[src/rtl/pre.sv]
// ---------------------------------------------------------------------------
// pre : transmit-side framer toward the RTDS Aurora TX.
//
// Accepts AXI-Stream frames from upstream and, when ctrl_seq_en is set at the
// start of a frame, appends a trailing 32-bit sequence-number word after the
// frame's last data beat. A single output register carries every beat, so the
// block is a one-stage pipeline with full valid/ready handshaking both sides.
// The word count of each transmitted frame is reported with a one-cycle pulse.
//
// Ports
//   m_axis_aclk        sole clock, rising edge
//   m_axis_areset      synchronous active-high reset
//   s_axis_tvalid/tready/tdata/tlast  upstream AXI-Stream slave (32-bit)
//   m_axis_tvalid/tready/tdata/tlast  downstream AXI-Stream master (32-bit)
//   ctrl_seq_en        1 = append sequence word to the next frame
//   stat_cnt_pkts      word count of the last completed output frame
//   stat_cnt_pkts_rdy  one-cycle pulse when stat_cnt_pkts updates
//   stat_seq           value the next appended sequence word will carry
// ---------------------------------------------------------------------------
module pre #(
  parameter logic [31:0] SEQ_INIT = 32'h0000_0000
) (
  input  logic        m_axis_aclk,
  input  logic        m_axis_areset,
  input  logic        s_axis_tvalid,
  output logic        s_axis_tready,
  input  logic [31:0] s_axis_tdata,
  input  logic        s_axis_tlast,
  output logic        m_axis_tvalid,
  input  logic        m_axis_tready,
  output logic [31:0] m_axis_tdata,
  output logic        m_axis_tlast,
  input  logic        ctrl_seq_en,
  output logic [15:0] stat_cnt_pkts,
  output logic        stat_cnt_pkts_rdy,
  output logic [31:0] stat_seq
);

  typedef enum logic {
    ST_DATA = 1'b0,
    ST_SEQ  = 1'b1
  } state_t;

  state_t      state;
  logic        out_valid;
  logic [31:0] out_data;
  logic        out_last;
  logic [31:0] seq_cnt;
  logic [15:0] cnt_words;
  logic [15:0] cnt_pkts;
  logic        pkts_rdy;
  logic        in_frame;
  logic        en_lat;

  logic        reg_free;
  logic        s_accept;
  logic        m_hs;
  logic        frame_en;

  // The output register may take a new beat when it is empty or draining now.
  assign reg_free = ~out_valid | m_axis_tready;

  // Reset gating keeps tready low while reset is held, independent of the
  // register contents left over from before reset.
  assign s_axis_tready = (state == ST_DATA) & reg_free & ~m_axis_areset;
  assign s_accept      = s_axis_tvalid & s_axis_tready;
  assign m_hs          = out_valid & m_axis_tready;

  // On the first beat of a frame the live enable is used; afterwards the
  // value captured on that first beat, so mid-frame toggles wait a frame.
  assign frame_en = in_frame ? en_lat : ctrl_seq_en;

  assign m_axis_tvalid     = out_valid;
  assign m_axis_tdata      = out_data;
  assign m_axis_tlast      = out_last;
  assign stat_cnt_pkts     = cnt_pkts;
  assign stat_cnt_pkts_rdy = pkts_rdy;
  assign stat_seq          = seq_cnt;

  // Framing FSM and output register.
  always_ff @(posedge m_axis_aclk) begin
    if (m_axis_areset) begin
      state     <= ST_DATA;
      out_valid <= 1'b0;
      out_data  <= 32'h0;
      out_last  <= 1'b0;
      seq_cnt   <= SEQ_INIT;
      in_frame  <= 1'b0;
      en_lat    <= 1'b0;
    end else begin
      case (state)
        ST_DATA: begin
          if (s_accept) begin
            out_valid <= 1'b1;
            out_data  <= s_axis_tdata;
            in_frame  <= ~s_axis_tlast;
            en_lat    <= frame_en;
            // The sequence word, not the data beat, closes an enabled frame.
            if (s_axis_tlast && frame_en) begin
              out_last <= 1'b0;
              state    <= ST_SEQ;
            end else begin
              out_last <= s_axis_tlast;
            end
          end else if (m_hs) begin
            out_valid <= 1'b0;
          end
        end
        ST_SEQ: begin
          if (reg_free) begin
            out_valid <= 1'b1;
            out_data  <= seq_cnt;
            out_last  <= 1'b1;
            seq_cnt   <= seq_cnt + 32'd1;
            state     <= ST_DATA;
          end
        end
        default: state <= ST_DATA;
      endcase
    end
  end

  // Output word counter; saturates so an oversize frame reports FFFF.
  always_ff @(posedge m_axis_aclk) begin
    if (m_axis_areset) begin
      cnt_words <= 16'h0;
      cnt_pkts  <= 16'h0;
      pkts_rdy  <= 1'b0;
    end else begin
      pkts_rdy <= 1'b0;
      if (m_hs) begin
        if (out_last) begin
          cnt_pkts  <= (cnt_words == 16'hFFFF) ? 16'hFFFF : cnt_words + 16'd1;
          cnt_words <= 16'h0;
          pkts_rdy  <= 1'b1;
        end else if (cnt_words != 16'hFFFF) begin
          cnt_words <= cnt_words + 16'd1;
        end
      end
    end
  end

endmodule

[config.mk]
export PLATFORM = sky130hd
export DESIGN_NAME = pre
export DESIGN_NICKNAME = d
export VERILOG_FILES = /design/src/rtl/pre.sv
export SDC_FILE = /design/constraint.sdc
export NUM_CORES = 1
export LEC_CHECK = 0
export BUFFER_PORTS_ARGS = -buffer_cell sky130_fd_sc_hd__buf_2
export CELL_PAD_IN_SITES_DETAIL_PLACEMENT = 1
export CELL_PAD_IN_SITES_GLOBAL_PLACEMENT = 1
export CORE_ASPECT_RATIO = 0.7
export CORE_MARGIN = 1
export CORE_UTILIZATION = 37
export CTS_BUF_LIST = sky130_fd_sc_hd__clkbuf_8
export DETAILED_ROUTE_END_ITERATION = 10
export PLACE_DENSITY = 0.86
export SETUP_SLACK_MARGIN = 0.3
export SLEW_MARGIN = 20
export SYNTH_ARGS = -nofsm -noshare
export SYNTH_HDL_FRONTEND = slang
export SYNTH_SLANG_ARGS = --single-unit
[constraint.sdc]
create_clock -name m_axis_aclk -period 1.82 [get_ports m_axis_aclk]
set_clock_uncertainty 0.15 [all_clocks]
set_input_delay 0 -clock m_axis_aclk [delete_from_list [all_inputs] [get_ports m_axis_aclk]]
set_output_delay 0 -clock m_axis_aclk [all_outputs]
set_load 0.03 [all_outputs]
==> summary.txt, run 1 <==
Timing
  – Tmin final: 2.12 ns
  – Tightest Pin Transition: 0.501 ns
  – Final Hold Fails: 0
  – Max Slew Vio Count: 0
  – RSZ-0062 raised after global routing: true
  – Max Clk Rate: 473 MHz
  – Final worst-path cycle share: 1.16
  – Fin worst setup slack: -0.295 ns
  – Setup_tns: -5.86 ns
  – Hold slack: 0.137 ns
  – Final setup fails: 50
  – Slew headroom: 0.665

Setup path
  – Worst Path Required: 1.96 ns
  – Setup CP Type: flop to flop
  – Critical-path top delay cell: or4_1
  – Worst-path cell chain: buf_4 -> nand4_4 -> nor4_4 -> o31ai_2 -> or4_1 -> a31oi_1
  – Crit-path max FO: 4
  – CP arrival: 2.25 ns
  – Startpoint types: flop
  – Type of destination of the critical path: flop
  – Largest stage delay, worst path: 0.45 ns

Status
  – Status: finished, violations left
  – Failing checks: design-rule violations, negative setup slack

Yosys
  – Mean post-synth cell area: 8.79 um^2
  – Synth async-reset ratio: 0
  – Synth Cell Area: 0.00482 mm^2
  – Synthesis-stage register bit count: 102
  – Register area share after synthesis: 0.424
  – Synth warn: 0
  – Syn Nets: 588
  – Synth unique cells: 51
  – Post-synth EDFFs: 0
  – Most used DFF post-synth: dfxtp_1
  – Post-Syn Instances: 548

Pwr
  – Int Pwr: 3.30 mW
  – Combinational group share of total power: 0.193
  – Register share of total power: 0.485
  – Power Density: 563 mW/mm^2
  – Switching share of total power: 0.320
  – VDD IR max: 0.000378 V
  – Lkg Pwr: 3.63 nW
  – Clock power share: 0.322
  – Psw: 1.55 mW

Die
  – Core area: 0.0125 mm^2
  – I/O pin total: 122
  – Die area: 0.0135 mm^2
  – Die height: 97.5 um
  – Initial core utilization: 0.384
  – FP Rows: 34
  – Die width: 138 um

Place
  – Dpl hpwl: 11600 um
  – Placer Congestion: 0.862
  – Port bufs: 121
  – DP Cell Count: 842

Run
  – Max-cap violations: 0

Routing
  – Wirelength per Cell: 29.7 um
  – Detailed Route Iter0 Violations: 549
  – DR vias: 6255
  – Drt first pass iters: 8
  – Routed WL: 29600 um
  – DR DRC count: 14
  – Post-detailed-route count of antenna-violating nets: 0
  – Vias per cell: 6.28

Finish
  – Multi-input logic area: 0.00354 mm^2
  – Ratio of cells with drive above 1 in the final layout: 0.573
  – Layout area overhead: 78.9%
  – Register area: 0.00215 mm^2
  – Fin cells: 996
  – Fill count: 1327
  – Final nets: 868
  – Most common cell after layout, fill and taps aside: buf_2
  – Most frequent cells in the layout: 120 x buf_2, 96 x buf_4, 62 x nor2_1, 58 x dfxtp_1

GRT
  – First-pass GRT wire length: 36100 um
  – Met2 usage: 0.614
  – Largest net degree at the start of global routing: 53
  – Initial antenna violation count: 1
  – Grt total ovfl: 0
  – Gr busiest metal: met2
  – Met3 usage: 0.0848
  – Vias in the first global route: 6159
  – GRT met1 Usage: 0.390
  – GRT Total Usage: 0.349

Clock network
  – Worst-path clk slew: 0.11 ns
  – H-tree Lvls: 3
  – CTS tree: built
  – Clock Latency Late Sink: 0.41 ns
  – Root Buffer: clkbuf_8
  – CTS Buffer Depth: 2
  – Total CTS buffers: 9
  – Clock tree sinks: 102

Hold path
  – Hold Crit Class: primary input to flop
## sequential cells by signal (all words and copies together) (netlist names)
name,cells
m_axis_tvalid,1
m_axis_tdata,32
stat_cnt_pkts_rdy,1
stat_cnt_pkts,16
m_axis_tlast,1
stat_seq,32
en_lat,1
cnt_words,16
state,1
in_frame,1
## Yosys cell counts (6+ instances only)
cell type | n | area share
a21oi_1 | 15 | 0.016
or4_1 | 6 | 0.0093
nor3_1 | 15 | 0.016
and3_1 | 8 | 0.010
nand3_1 | 15 | 0.016
o21ai_0 | 14 | 0.015
a31oi_1 | 6 | 0.0078
mux2i_1 | 37 | 0.077
clkbuf_1 | 23 | 0.018
xnor2_1 | 14 | 0.025
xor2_1 | 25 | 0.045
dfxtp_1 | 102 | 0.42
nand2_1 | 34 | 0.026
buf_2 | 12 | 0.012
a211oi_1 | 35 | 0.055
nor2_1 | 93 | 0.072
nand4_1 | 19 | 0.025
## area by class of cell
class,count,area share
inverter,5,0.00305
clock buffer,9,0.0144
tap,162,0.0235
timing repair buffer,306,0.291
multi-input combinational,404,0.410
clock inverter,7,0.00769
antenna,1,0.000290
sequential,102,0.250
## power by group through the flow
stage	clock network, mW	registers, mW	logic, mW
after floorplan	0	2.51	0.231
after CTS	1.47	2.34	0.772
after global routing	1.63	2.36	0.963
after global placement	0	2.38	0.526
after detailed placement	0	2.39	0.546
final	1.56	2.35	0.937
## logic make-up after synthesis
logic type / count (synthesis) / synth area share
AND/OR/NAND/NOR: 234 / 0.259
adder cells (fa/ha/maj): 2 / 0.00519
flip-flops: 102 / 0.424
multiplexers: 37 / 0.0769
buffers and inverters: 42 / 0.0358
AO/OA/AOI/OAI: 92 / 0.128
XOR/XNOR: 39 / 0.0709
## stage by stage
step | total power, mW | util | area (um^2) | setup WS, ns
after global placement | 2.90 | 0.493 | 6180 | 0.0254
final | 4.85 | 0.687 | 8620 | -0.295
after global routing | 4.95 | 0.687 | 8620 | -0.313
after CTS | 4.57 | 0.611 | 7670 | -0.0188
after floorplan | 2.74 | - | 5170 | 0.0307
after detailed placement | 2.93 | 0.493 | 6180 | -0.0599
## final timing paths
path | from | endpoint | slack, ns | cells after the start
setup / recovery | cnt_words[0]$_SDFFE_PP0P_ | cnt_words[11]$_SDFFE_PP0P_ | -0.30 | 6
hold / removal | m_axis_tready | state$_SDFF_PP0_ | 0.14 | 5
setup reg to reg | cnt_words[0]$_SDFFE_PP0P_ | cnt_words[11]$_SDFFE_PP0P_ | -0.30 | 6
hold reg to reg | m_axis_tdata[23]$_SDFFE_PP0P_ | m_axis_tdata[23]$_SDFFE_PP0P_ | 0.37 | 2
## critical path, delay by kind of cell (launching register included)
family	cells	cell delay (ns)
simple gates	3	0.97
flops	1	0.39
compound gates	2	0.37
buf+inv	1	0.12
## routing by layer
layer	vias up	part of all wire
li1	2523	-
met1	3093	0.39
met2	474	0.46
met3	165	0.087
met4	0	0.063
met5	-	0
## timing repair
item / CTS / global route
endpoints found under the hold margin: 60 / 0
cloned: 6 / 0
hold buffers: 36 / 0
gates resized for setup: 101 / 122
setup endpoints to repair: 92 / 100
setup buffers: 50 / 45
pin swaps: 48 / 65
(Power assumes the default switching activity.)
==> inputs of run 2 (changes only) <==
--- a/config.mk
+++ b/config.mk
@@ -15,6 +15,7 @@
 export DETAILED_ROUTE_END_ITERATION = 10
 export PLACE_DENSITY = 0.86
 export SETUP_SLACK_MARGIN = 0.3
+export SKIP_CTS_REPAIR_TIMING = 1
 export SLEW_MARGIN = 20
 export SYNTH_ARGS = -nofsm -noshare
 export SYNTH_HDL_FRONTEND = slang
==> run 2 against run 1 <==
The flow still finishes with violations (design-rule violations, negative setup slack). Core utilization shrank 3.8 points. Die area is the same. Setup slack got worse by 0.092 ns. Critical path type unchanged. Highest routed layer unchanged.
==> summary.txt, run 2 (synthesized netlist as in run 1, its figures left out) <==
Place
  – Placed Area: 0.00618 mm^2 (unchanged)
  – Placer Congestion: 0.862 (unchanged)
  – Pre-CTS WS: -0.0599 ns (unchanged)
  – Dpl hpwl: 11600 um (unchanged)
  – Port bufs: 121 (unchanged)

Timing
  – Tmin final: 2.21 ns (+0.0916 ns)
  – Setup_tns: -7.99 ns (-2.13 ns)
  – Hold slack: 0.125 ns (-0.0117 ns)
  – Final setup fails: 79 (+58%)
  – Slew headroom: 0.550 (-0.115)
  – Max Clk Rate: 453 MHz (-4.1%)
  – RSZ-0062 raised after global routing: true
  – Max Slew Vio Count: 0 (unchanged)
  – Fin worst setup slack: -0.387 ns (-0.0916 ns)
  – Tightest Pin Transition: 0.675 ns (+0.174 ns)
  – Final worst-path cycle share: 1.21 (+0.0503)
  – Final Hold Fails: 0 (unchanged)

Routing
  – Drt first pass iters: 9 (+1)
  – Wirelength per Cell: 28.7 um (-3.2%)
  – Routed WL: 27900 um (-5.6%)
  – DR vias: 6051 (-3.3%)
  – DR DRC count: 14 (unchanged)
  – Post-detailed-route count of antenna-violating nets: 0 (unchanged)
  – Detailed Route Iter0 Violations: 654 (+19%)
  – Vias per cell: 6.23 (-0.77%)

Pwr
  – Register share of total power: 0.490 (+0.005)
  – Tot Pwr: 4.80 mW (-1.1%)
  – Switching share of total power: 0.318 (-0.00251)
  – Int Pwr: 3.27 mW (-0.78%)
  – VDD IR max: 0.000388 V (+2.5%)
  – Psw: 1.52 mW (-1.9%)
  – Lkg Pwr: 3.42 nW (-5.7%)
  – Power Density: 589 mW/mm^2 (+4.6%)
  – Combinational group share of total power: 0.186 (-0.007)
  – Clock power share: 0.324 (+0.002)

GRT
  – GRT Total Usage: 0.237 (-0.112)
  – Met3 usage: 0.0498 (-0.0350)
  – Largest net degree at the start of global routing: 53 (unchanged)
  – Grt total ovfl: 0 (unchanged)
  – Gr busiest metal: met2
  – Initial antenna violation count: 1 (unchanged)
  – Met2 usage: 0.394 (-0.220)
  – GRT met1 Usage: 0.315 (-0.0742)
  – Vias in the first global route: 4810 (-22%)
  – First-pass GRT wire length: 25500 um (-30%)

Clock network
  – Root Buffer: clkbuf_8
  – Total CTS buffers: 9 (unchanged)
  – Clock tree sinks: 102 (unchanged)
  – CTS Buffer Depth: 2 (unchanged)
  – Clock Latency Late Sink: 0.41 ns (about the same)
  – Worst-path clk slew: 0.11 ns (about the same)
  – CTS tree: built
  – H-tree Lvls: 3 (unchanged)

Die
  – I/O pin total: 122 (unchanged)
  – Core area: 0.0125 mm^2 (unchanged)
  – Die width: 138 um (unchanged)
  – Initial core utilization: 0.384 (unchanged)
  – Die height: 97.5 um (unchanged)
  – Die area: 0.0135 mm^2 (unchanged)
  – FP Rows: 34 (unchanged)

Setup path
  – Setup CP Type: flop to flop
  – Startpoint types: flop
  – FF-to-FF path depth: 7 (+1)
  – Type of destination of the critical path: flop
  – Crit-path max FO: 6 (+2)
  – Worst Path Required: 1.95 ns (about the same)
  – CP arrival: 2.34 ns (+0.09 ns)

Finish
  – Most frequent cells in the layout: 120 x buf_2, 80 x nor2_1, 76 x buf_4, 58 x dfxtp_1, 39 x dlygate4sd3_1
  – Fin area: 0.00815 mm^2 (-5.5%)
  – Ratio of cells with drive above 1 in the final layout: 0.517 (-0.0553)
  – Fill count: 1357 (+2.3%)
  – Multi-input logic area: 0.00334 mm^2 (-5.7%)
  – Layout area overhead: 69.1%
  – Most common cell after layout, fill and taps aside: buf_2
  – Final nets: 843 (-2.9%)
  – Register area: 0.00215 mm^2 (-0.12%)

Status
  – Status: finished, violations left
  – Failing checks: design-rule violations, negative setup slack

Hold path
  – Cells on Worst Hold Path: 4 (-1)
  – Hold Crit Class: primary input to flop

Run
  – Max-cap violations: 0 (unchanged)
## run 2: changes by cell type in the layout (fill, tap and decap cells not counted), moves of 5 or more
cell,delta
a211oi_1,-8
a211oi_2,+9
buf_12,-5
buf_4,-20
clkbuf_16,+5
nand3_1,+5
nand3_4,-5
nor2_1,+18
nor2_2,-13
nor2_4,-5
## run 2: area by class of cell
type	count	area share
Antenna cell	1	0.000307
Clock buffer	9	0.0152
Clock inverter	7	0.00814
Inverter	5	0.00323
Multi-Input combinational cell	405	0.410
Sequential cell	102	0.264
Tap cell	162	0.0249
Timing Repair Buffer	280	0.275
## run 2: layer usage
metal / vias to the layer above / routed length [um]
met5: - / 0
met2: 440 / 13600
met4: 0 / 1550
li1: 2480 / -
met3: 137 / 2170
met1: 2994 / 10600
## run 2: metrics by stage
stage,util,cells
2_1_floorplan,-,548
3_3_place_gp,0.493,842
3_5_place_dp,0.493,842
4_1_cts,0.508,858
5_1_grt,0.649,971
6_report,0.649,971
## run 2: power groups by stage
stage	clock network, mW	logic (mW)	registers (mW)
after global placement	0	0.526	2.38
after global routing	1.62	0.916	2.36
after detailed placement	0	0.546	2.39
after CTS	1.47	0.551	2.34
after floorplan	0	0.231	2.51
final	1.55	0.891	2.35
## run 2: worst paths after layout
path | start | end | slack [ns]
worst max-delay path | cnt_words[0]$_SDFFE_PP0P_ | cnt_words[4]$_SDFFE_PP0P_ | -0.39
worst min-delay path | m_axis_tready | m_axis_tvalid$_SDFFE_PP0P_ | 0.12
worst max register to register | cnt_words[0]$_SDFFE_PP0P_ | cnt_words[4]$_SDFFE_PP0P_ | -0.39
worst min register to register | stat_cnt_pkts[14]$_SDFFE_PP0P_ | stat_cnt_pkts[14]$_SDFFE_PP0P_ | 0.37
## run 2: critical path: stages (launching register included)
cell and delay [ns]:
dfxtp_4 0.42, ha_4 0.18, nand4_1 0.17, nor4_4 0.34, buf_12 0.17, nor2_1 0.04, or3_1 0.34, a31oi_1 0.27
==> inputs of run 3 (changes only) <==
--- a/config.mk
+++ b/config.mk
@@ -9,10 +9,11 @@
 export CELL_PAD_IN_SITES_DETAIL_PLACEMENT = 1
 export CELL_PAD_IN_SITES_GLOBAL_PLACEMENT = 1
 export CORE_ASPECT_RATIO = 0.7
-export CORE_MARGIN = 1
+export CORE_MARGIN = 8
 export CORE_UTILIZATION = 37
 export CTS_BUF_LIST = sky130_fd_sc_hd__clkbuf_8
 export DETAILED_ROUTE_END_ITERATION = 10
+export HOLD_SLACK_MARGIN = 0.15
 export PLACE_DENSITY = 0.86
 export SETUP_SLACK_MARGIN = 0.3
 export SKIP_CTS_REPAIR_TIMING = 1
==> run 3 against run 2 <==
The flow finishes with violations (negative setup slack). Sequential power about the same. Core utilization is 5.9 points lower. Highest routed layer unchanged. Critical endpoint is now stat_seq[31]$_SDFFE_PP0P_. Largest cell class unchanged. First-iteration DRC count down 41%. Sequential share of layout area rose by 1.7 points. Count of clock-buffer cells in the layout stayed put. Largest power group unchanged.
==> summary.txt, run 3 (synthesized netlist as in run 1, its figures left out) <==
Die
  – Initial core utilization: 0.373 (-0.0110)
  – Die area: 0.0170 mm^2 (+26%)
  – FP Rows: 35 (+2.9%)
  – Die height: 111 um (+14%)
  – Core area: 0.0129 mm^2 (+2.9%)
  – Die width: 152 um (+10%)
  – I/O pin total: 122 (unchanged)

Routing
  – Post-detailed-route count of antenna-violating nets: 0 (unchanged)
  – Wirelength per Cell: 25.7 um (-10%)
  – Detailed Route Iter0 Violations: 389 (-41%)
  – Routed WL: 24300 um (-13%)
  – Vias per cell: 5.89 (-5.5%)
  – DR DRC count: 0 (-14)
  – Drt first pass iters: 5 (-4)
  – DR vias: 5555 (-8.2%)

Run
  – Max-cap violations: 0 (unchanged)

Finish
  – Most frequent cells in the layout: 120 x buf_2, 72 x nor2_1, 65 x buf_4, 58 x dfxtp_1, 38 x dlygate4sd3_1
  – Final nets: 812 (-3.7%)
  – Fin area: 0.00762 mm^2 (-6.4%)
  – Ratio of cells with drive above 1 in the final layout: 0.471 (-0.0463)
  – Layout area overhead: 58.2%
  – Diode count: 0 (-1)
  – Final core occ: 0.590 (-0.0591)
  – Most common cell after layout, fill and taps aside: buf_2
  – Fin cells: 943 (-2.9%)

Timing
  – Tmin final: 2.27 ns (+0.0633 ns)
  – RSZ-0062 raised after global routing: true
  – Fin worst setup slack: -0.450 ns (-0.0633 ns)
  – Tightest Pin Transition: 0.621 ns (-0.0544 ns)
  – Max Slew Vio Count: 0 (unchanged)
  – Final setup fails: 49 (-38%)
  – Setup_tns: -6.86 ns (+1.13 ns)
  – Final Hold Fails: 0 (unchanged)
  – Slew headroom: 0.586 (+0.0363)
  – Max Clk Rate: 441 MHz (-2.8%)
  – Hold slack: 0.0309 ns (-0.0940 ns)
  – Final worst-path cycle share: 1.25 (+0.0348)

Pwr
  – Power Density: 616 mW/mm^2 (+4.7%)
  – Tot Pwr: 4.70 mW (-2.0%)
  – Lkg Pwr: 3.21 nW (-6.3%)
  – VDD IR max: 0.000399 V (+2.9%)
  – Psw: 1.36 mW (-11%)
  – Combinational group share of total power: 0.158 (-0.028)
  – Int Pwr: 3.34 mW (+2.1%)
  – Clock power share: 0.343 (+0.019)
  – Switching share of total power: 0.289 (-0.0285)
  – Register share of total power: 0.499 (+0.009)

Setup path
  – FF-to-FF path depth: 5 (-2)
  – Largest stage delay, worst path: 0.57 ns (+0.15 ns)
  – Setup CP Type: flop to flop
  – Startpoint types: flop
  – Critical-path top delay cell: nor4b_2
  – FF-to-FF setup slack: -0.45 ns (-0.06 ns)
  – Worst Path Required: 1.98 ns (+0.03 ns)
  – Crit-path max FO: 8 (+2)
  – Most used cell, CP: nand4_1
  – CP arrival: 2.43 ns (+0.09 ns)
  – Crit Reg-Reg Startpoint: stat_seq[16]$_SDFFE_PP0P_
  – Worst-path cell chain: nand4_1 -> nor4b_2 -> nand4_1 -> or3_1 -> a21oi_1
  – RR Endpoint: stat_seq[31]$_SDFFE_PP0P_
  – Type of destination of the critical path: flop

Hold path
  – End of the worst hold path: state$_SDFF_PP0_
  – Cells on Worst Hold Path: 4 (unchanged)
  – Hold Crit Class: primary input to flop
  – Worst hold path startpoint: m_axis_tready

Place
  – Placer Congestion: 0.863 (+0.17%)
  – DP Cell Count: 840 (-0.24%)
  – Placed Area: 0.00612 mm^2 (-1.1%)
  – Port bufs: 121 (unchanged)
  – Pre-CTS WS: -0.0663 ns (-0.00643 ns)
  – Dpl hpwl: 11900 um (+2.7%)

Clock network
  – H-tree Lvls: 3 (unchanged)
  – Clock Latency Late Sink: 0.38 ns (-0.03 ns)
  – CTS tree: built
  – Root Buffer: clkbuf_8
  – CTS Buffer Depth: 2 (unchanged)
  – Total CTS buffers: 9 (unchanged)
  – Worst-path clk slew: 0.10 ns (about the same)
  – Clock tree sinks: 102 (unchanged)

GRT
  – GRT Total Usage: 0.186 (-0.0509)
  – First-pass GRT wire length: 26200 um (+2.8%)
  – Largest net degree at the start of global routing: 67 (+26%)
  – Grt total ovfl: 0 (unchanged)
  – Initial antenna violation count: 0 (-1)
  – Vias in the first global route: 5038 (+4.7%)

Status
  – Failing checks: negative setup slack
  – Status: finished, violations left
==> run 3: cell count changes in the layout (fill, tap and decap cells not counted), moves of 3 or more <==
cell	change
nor2_1	-8
a211oi_1	+18
nor2_2	+16
nor2_4	-8
buf_6	-13
mux2i_1	+3
buf_4	-11
a211oi_2	-18
dfxtp_2	+3
dfxtp_4	-3
==> run 3: how the worst max path moves through the flow <==
stage / startpoint / endpoint / slack, ns / cells after the start
floorplan: stat_seq[5]$_SDFFE_PP0P_ / stat_seq[31]$_SDFFE_PP0P_ / 0.03 / 5
global placement: cnt_words[7]$_SDFFE_PP0P_ / cnt_words[13]$_SDFFE_PP0P_ / -0.008 / 5
detailed placement: stat_seq[5]$_SDFFE_PP0P_ / stat_seq[27]$_SDFFE_PP0P_ / -0.07 / 6
CTS: stat_seq[5]$_SDFFE_PP0P_ / stat_seq[31]$_SDFFE_PP0P_ / -0.15 / 5
global route: stat_seq[16]$_SDFFE_PP0P_ / stat_seq[31]$_SDFFE_PP0P_ / -0.45 / 5
finish: stat_seq[16]$_SDFFE_PP0P_ / stat_seq[31]$_SDFFE_PP0P_ / -0.45 / 5
==> run 3: area by class of cell <==
| class | instances | area (um^2) |
|---|---|---|
| sequential | 102 | 2140 |
| timing repair buffer | 250 | 1890 |
| multi-input combinational | 404 | 3140 |
| clock buffer | 9 | 124 |
| clock inverter | 7 | 90.1 |
| inverter | 5 | 23.8 |
| tap | 166 | 208 |
| fill | 1425 | 5300 |
==> run 3: power by group through the flow <==
stage          sequential (mW)  clock, mW  combinational, mW
5_1_grt                   2.35       1.72              0.778
6_report                  2.34       1.61              0.741
3_3_place_gp              2.38          0              0.527
2_1_floorplan             2.51          0              0.231
4_1_cts                   2.33       1.61              0.550
3_5_place_dp              2.38          0              0.546
==> run 3: worst max-delay path, delay by kind of cell (launching register included) <==
family / cells / cell delay [ns]
and+or+nand+nor: 4 / 1.44
DFF: 1 / 0.42
AOI/OAI and AO/OA: 1 / 0.18
==> run 3: per-layer routing <==
metal / track usage / wire length (um)
met5: 0 / 0
met3: 0.0530 / 1800
met1: 0.230 / 9840
met2: 0.308 / 11700
met4: 0.0577 / 971
